===== config.mk =====
export PLATFORM = sky130hd
export DESIGN_NAME = rom_loader
export DESIGN_NICKNAME = d
export VERILOG_FILES = /design/src/rtl/rom_loader_pkg.sv /design/src/rtl/rom_loader_cksum.sv /design/src/rtl/rom_loader.sv
export SDC_FILE = /design/constraint.sdc
export NUM_CORES = 1
export LEC_CHECK = 0
export ABC_CLOCK_PERIOD_IN_PS = 3750
export CORE_ASPECT_RATIO = 1.75
export CORE_MARGIN = 2
export CORE_UTILIZATION = 40
export DETAILED_ROUTE_END_ITERATION = 12
export PLACE_DENSITY = 0.7
export SLEW_MARGIN = 20
export SYNTH_ARGS = -nofsm -noshare
export SYNTH_HDL_FRONTEND = slang
export SYNTH_SLANG_ARGS = --single-unit

===== constraint.sdc =====
create_clock -name ph1 -period 3.75 [get_ports ph1]
set_clock_uncertainty 0.2 [all_clocks]
set_input_delay 0.5625 -clock ph1 [delete_from_list [all_inputs] [get_ports ph1]]
set_output_delay 0.5625 -clock ph1 [all_outputs]
set_load 0.005 [all_outputs]

===== src/rtl/rom_loader_pkg.sv =====
// Shared types and constants for the boot-time image writer rom_loader.
package rom_loader_pkg;

  typedef enum logic [2:0] {
    S_IDLE,
    S_LOAD,
    S_CHECK,
    S_VECLO,
    S_VECHI,
    S_HOLD,
    S_RUN,
    S_ERROR
  } state_t;

  localparam logic [15:0] VEC_LO_ADDR       = 16'hFFFC;
  localparam logic [15:0] VEC_HI_ADDR       = 16'hFFFD;
  localparam logic [15:0] DEFAULT_BASE_ADDR = 16'hF000;
  localparam int          DEFAULT_LEN       = 4096;

endpackage


===== src/rtl/rom_loader_cksum.sv =====
// 8-bit running sum of image bytes for rom_loader's trailer check.
module rom_loader_cksum (
  input  logic       ph1,
  input  logic       reset,
  input  logic       clear,
  input  logic       en,
  input  logic [7:0] din,
  output logic [7:0] sum
);

  always_ff @(posedge ph1) begin
    if (reset || clear) begin
      sum <= 8'h00;
    end else if (en) begin
      sum <= sum + din;
    end
  end

endmodule


===== src/rtl/rom_loader.sv =====
// Writes a streamed image into 6502 program memory, then the reset vector, then releases the CPU.
// Optional trailer checksum is enabled by defining ROM_LOADER_CHECKSUM_EN.
module rom_loader
  import rom_loader_pkg::*;
#(
  parameter logic [15:0] BASE_ADDR   = DEFAULT_BASE_ADDR,
  parameter int          LEN         = DEFAULT_LEN,
  parameter logic [15:0] RESET_VEC   = 16'hF000,
  parameter int          HOLD_CYCLES = 8
) (
  input  logic        ph1,
  input  logic        reset,
  input  logic        start,
  input  logic [7:0]  in_data,
  input  logic        in_valid,
  input  logic        in_last,
  output logic        in_ready,
  output logic [15:0] mem_addr,
  output logic [7:0]  mem_wdata,
  output logic        mem_we,
  output logic        cpu_reset,
  output logic        done,
  output logic        err
);

  localparam int HW = $clog2(HOLD_CYCLES + 2);

  state_t        state;
  logic [16:0]   count;
  logic [HW-1:0] hold_cnt;
  logic          last_byte;
  logic [15:0]   wr_addr;

  assign last_byte = in_last || (count == 17'(LEN - 1));
  assign wr_addr   = BASE_ADDR + count[15:0];

`ifdef ROM_LOADER_CHECKSUM_EN
  logic [7:0] sum;
  logic       ck_clear;
  logic       ck_en;
  logic       ck_ok;

  assign ck_clear = start && (state == S_IDLE || state == S_ERROR);
  assign ck_en    = (state == S_LOAD) && in_valid;
  assign ck_ok    = (8'(sum + in_data) == 8'h00);

  rom_loader_cksum u_cksum (
    .ph1   (ph1),
    .reset (reset),
    .clear (ck_clear),
    .en    (ck_en),
    .din   (in_data),
    .sum   (sum)
  );
`else
  assign err = 1'b0;
`endif

  // hold_cnt starts at HOLD_CYCLES+1 on the VECHI edge so reset drops HOLD_CYCLES+1 cycles after the high vector byte commits
  always_ff @(posedge ph1) begin
    if (reset) begin
      state     <= S_IDLE;
      cpu_reset <= 1'b1;
      in_ready  <= 1'b0;
      mem_we    <= 1'b0;
      mem_addr  <= 16'h0000;
      mem_wdata <= 8'h00;
      done      <= 1'b0;
      count     <= 17'd0;
      hold_cnt  <= '0;
`ifdef ROM_LOADER_CHECKSUM_EN
      err       <= 1'b0;
`endif
    end else begin
      mem_we <= 1'b0;
      case (state)
        S_IDLE: begin
          if (start) begin
            count    <= 17'd0;
            in_ready <= 1'b1;
            state    <= S_LOAD;
          end
        end
        S_LOAD: begin
          if (in_valid) begin
            mem_addr  <= wr_addr;
            mem_wdata <= in_data;
            mem_we    <= 1'b1;
            count     <= count + 17'd1;
            if (last_byte) begin
`ifdef ROM_LOADER_CHECKSUM_EN
              state    <= S_CHECK;
`else
              in_ready <= 1'b0;
              state    <= S_VECLO;
`endif
            end
          end
        end
`ifdef ROM_LOADER_CHECKSUM_EN
        S_CHECK: begin
          if (in_valid) begin
            in_ready <= 1'b0;
            if (ck_ok) begin
              state <= S_VECLO;
            end else begin
              err   <= 1'b1;
              state <= S_ERROR;
            end
          end
        end
        S_ERROR: begin
          if (start) begin
            err      <= 1'b0;
            count    <= 17'd0;
            in_ready <= 1'b1;
            state    <= S_LOAD;
          end
        end
`endif
        S_VECLO: begin
          mem_addr  <= VEC_LO_ADDR;
          mem_wdata <= RESET_VEC[7:0];
          mem_we    <= 1'b1;
          state     <= S_VECHI;
        end
        S_VECHI: begin
          mem_addr  <= VEC_HI_ADDR;
          mem_wdata <= RESET_VEC[15:8];
          mem_we    <= 1'b1;
          hold_cnt  <= HW'(HOLD_CYCLES + 1);
          state     <= S_HOLD;
        end
        S_HOLD: begin
          if (hold_cnt == '0) begin
            cpu_reset <= 1'b0;
            done      <= 1'b1;
            state     <= S_RUN;
          end else begin
            hold_cnt <= hold_cnt - 1'b1;
          end
        end
        S_RUN: begin
          if (start) begin
            cpu_reset <= 1'b1;
            done      <= 1'b0;
            state     <= S_IDLE;
          end
        end
        default: state <= S_IDLE;
      endcase
    end
  end

endmodule


==> impl_metrics.env <==
export IMPL_p_total_mw=1.05
export IMPL_areaGrowthSynthToFinish_pct=23.6
export IMPL_grt_max_degree=18
export IMPL_dr_pass1_iters=5
export IMPL_synth_fp_nets=272
export IMPL_die_y_um=104
export IMPL_slew_viol_final=0
export IMPL_slew_limit_headroom=0.384
export IMPL_vias=2014
export IMPL_period_share=0.728
export IMPL_netlist_area_sq_um=2290
export IMPL_p_leak_nw=0.945
export IMPL_synth_edf_count=0
export IMPL_crit_fanout=10
export IMPL_yosysTopAreaCell="dfxtp_1"
export IMPL_max_stage_delay_ns=0.66
export IMPL_synthCells=253
export IMPL_synth_seq_cells=52
export IMPL_track_usage=0.179
export IMPL_clockBufferDepth=2
export IMPL_crit_top_cell="or4_1"
export IMPL_fillers=538
export IMPL_hold_buffers=0
export IMPL_synth_cell_types=44
export IMPL_rr_startpoint="state[0]$_SDFFE_PP0P_"
export IMPL_cts_reportedPaths_clkPinSlew_ns=0.10
export IMPL_fin_cells=365
export IMPL_root_buffer="clkbuf_8"
export IMPL_rows=36
export IMPL_min_period_ns=2.73
export IMPL_drive_gt1_frac=0.0969
export IMPL_gp_congestion=0.886
export IMPL_wl_per_cell_um=14.5
export IMPL_reg2regPathDepth=5
export IMPL_nets=307
export IMPL_fp_dieW_um=61.2
export IMPL_reg2reg_slack_ns=1.22
export IMPL_worst_path_max_delay_cell="or4_1"
export IMPL_final_common_cell="dfxtp_1"
export IMPL_dp_hpwl_mm=3.96
export IMPL_setup_tns_final_ns=0
export IMPL_port_buffers=40
export IMPL_clkLatencyLatePin_ns=0.31
export IMPL_post_cts_repair_setup_buffers=0
export IMPL_fmax_ghz=0.366
export IMPL_ant_nets=0
export IMPL_synth_area_leaders="dfxtp_1, o221a_2, nor2_1"
export IMPL_required_ns=3.79
export IMPL_cap_violations=0
export IMPL_initial_core_util=0.414
export IMPL_setup_violations=0
export IMPL_arrival_ns=2.77
export IMPL_antenna_found_initial=0
export IMPL_layout_common_cells="dfxtp_1, clkdlybuf4s50_1, nor2_1"
export IMPL_powerDensity_nw_per_um2=371
export IMPL_via_per_inst=5.52
export IMPL_multi_input_area_sq_um=1140
export IMPL_start_kind="input port"
export IMPL_cts_tree="built"
export IMPL_cts_resized=0
export IMPL_yosys_most_used_dff="dfxtp_1"
export IMPL_cp_end_kind="register"
export IMPL_hp_start="count[16]$_SDFFE_PP0P_"
export IMPL_coreArea_sq_um=5540
export IMPL_pre_cts_slack_ns=0.711
export IMPL_antenna_cells=0
export IMPL_die_area_sq_um=6380
export IMPL_crit_chain="clkdlybuf4s50_1, mux2i_1, buf_4, or4_1, or4_1, a21oi_1"
export IMPL_final_util=0.512
export IMPL_cts_max_level=2
export IMPL_worstMarginPinSlew_ns=0.923
export IMPL_grt_overflow_total=0
export IMPL_yosys_warnings=0
export IMPL_grt_pass1_wl_mm=9.03
export IMPL_cts_sinks=52
export IMPL_ys_seq_area_frac=0.454
export IMPL_dp_cells=357
export IMPL_io_pins=42
export IMPL_rsz0062_at_grt="no"
export IMPL_min_path_type="reg2reg"
export IMPL_grt_pass1_vias=1991
export IMPL_drt_wl_total_mm=5.31
export IMPL_worst_r2r_endpoint="count[13]$_SDFFE_PP0P_"
export IMPL_syn_avg_cell_area_sq_um=9.06
export IMPL_crit_type="in2reg"
export IMPL_numCtsBuffers=5
export IMPL_min_to="count[16]$_SDFFE_PP0P_"
export IMPL_synth_top_area_frac=0.454
export IMPL_hold_viol=0
export IMPL_regArea_sq_um=1040
export IMPL_whs_path_depth=2
export IMPL_outcome="finished, final reports clean"
export IMPL_drtIter0Drc=49
export IMPL_drc=0
export IMPL_ir_worst_vdd_v=0.000252
export IMPL_async_reset_ff_frac=0
export IMPL_fin_ws_ns=1.02
## layer usage
layer  vias to the layer above  part of all wire  wire (um)  GRT usage
li1                        996                 -          -          -
met1                       970              0.38       1990      0.196
met2                        41              0.57       3030      0.331
met3                         7             0.039        205     0.0348
met4                         0             0.015         80     0.0466
met5                         -                 0          0          0
## where the power goes
part,internal (mW),switching [mW]
Clock,0.133,0.186
Sequential,0.576,0.0195
Combinational,0.0780,0.0579
Total,0.787,0.264
## cell type report
type | instances | share of cell area
multi-input combinational | 176 | 0.404
sequential | 52 | 0.367
timing repair buffer | 44 | 0.152
tap | 76 | 0.0336
clock buffer | 6 | 0.0256
inverter | 9 | 0.0119
clock inverter | 2 | 0.00574
## worst max-delay path by stage
| stage | start | to | cells after the start |
|---|---|---|---|
| finish | start | count[13]$_SDFFE_PP0P_ | 6 |
| detailed placement | start | count[13]$_SDFFE_PP0P_ | 6 |
| global route | start | count[15]$_SDFFE_PP0P_ | 6 |
| floorplan | in_valid | count[13]$_SDFFE_PP0P_ | 5 |
| CTS | start | count[13]$_SDFFE_PP0P_ | 6 |
| global placement | start | count[15]$_SDFFE_PP0P_ | 6 |
## cells in the mapped netlist, types with 3 or more instances
| cell type | count |
|---|---|
| o21ai_0 | 5 |
| nor3_1 | 12 |
| or2_2 | 3 |
| o221a_2 | 12 |
| nand2b_1 | 3 |
| or4_1 | 5 |
| nor2_1 | 29 |
| xnor2_1 | 6 |
| a211oi_1 | 7 |
| ha_1 | 6 |
| o21ai_1 | 6 |
| o31ai_1 | 5 |
| nand2_1 | 6 |
| or3_1 | 5 |
| inv_1 | 9 |
| a21oi_1 | 16 |
| dfxtp_1 | 52 |
| nand4_1 | 7 |
| nand3_1 | 5 |
| clkbuf_1 | 13 |
| nor4_1 | 5 |
| a22oi_1 | 5 |
| nor3b_1 | 3 |
| xor2_1 | 5 |
## critical path, delay by kind of cell
family,cells,cell delay [ns]
compound gates,1,0.14
buf+inv,2,0.78
mux,1,0.11
simple gates,2,1.17
## through the flow
| step | cell area, sq um | hold WS, ns |
|---|---|---|
| final | 2830 | 0.285 |
| after global routing | 2830 | 0.327 |
| after CTS | 2830 | 0.284 |
| after detailed placement | 2750 | 0.270 |
| after global placement | 2750 | 0.256 |
| after floorplan | 2290 | 0.247 |
## state kept, by name (all words and copies together) (netlist names)
register   count
count         17
cpu_reset      1
done           1
hold_cnt       4
in_ready       1
mem_addr      16
mem_wdata      8
mem_we         1
state          3
## cells by family after synthesis
family                   after synthesis  share of synthesized area
AO/OA/AOI/OAI                         62                      0.192
flip-flops                            52                      0.454
multiplexers                           2                    0.00928
buffers and inverters                 25                     0.0464
AND/OR/NAND/NOR                       94                      0.222
adder cells (fa/ha/maj)                6                     0.0328
other                                  1                    0.00164
XOR/XNOR                              11                     0.0420
(Power assumes the default switching activity.)
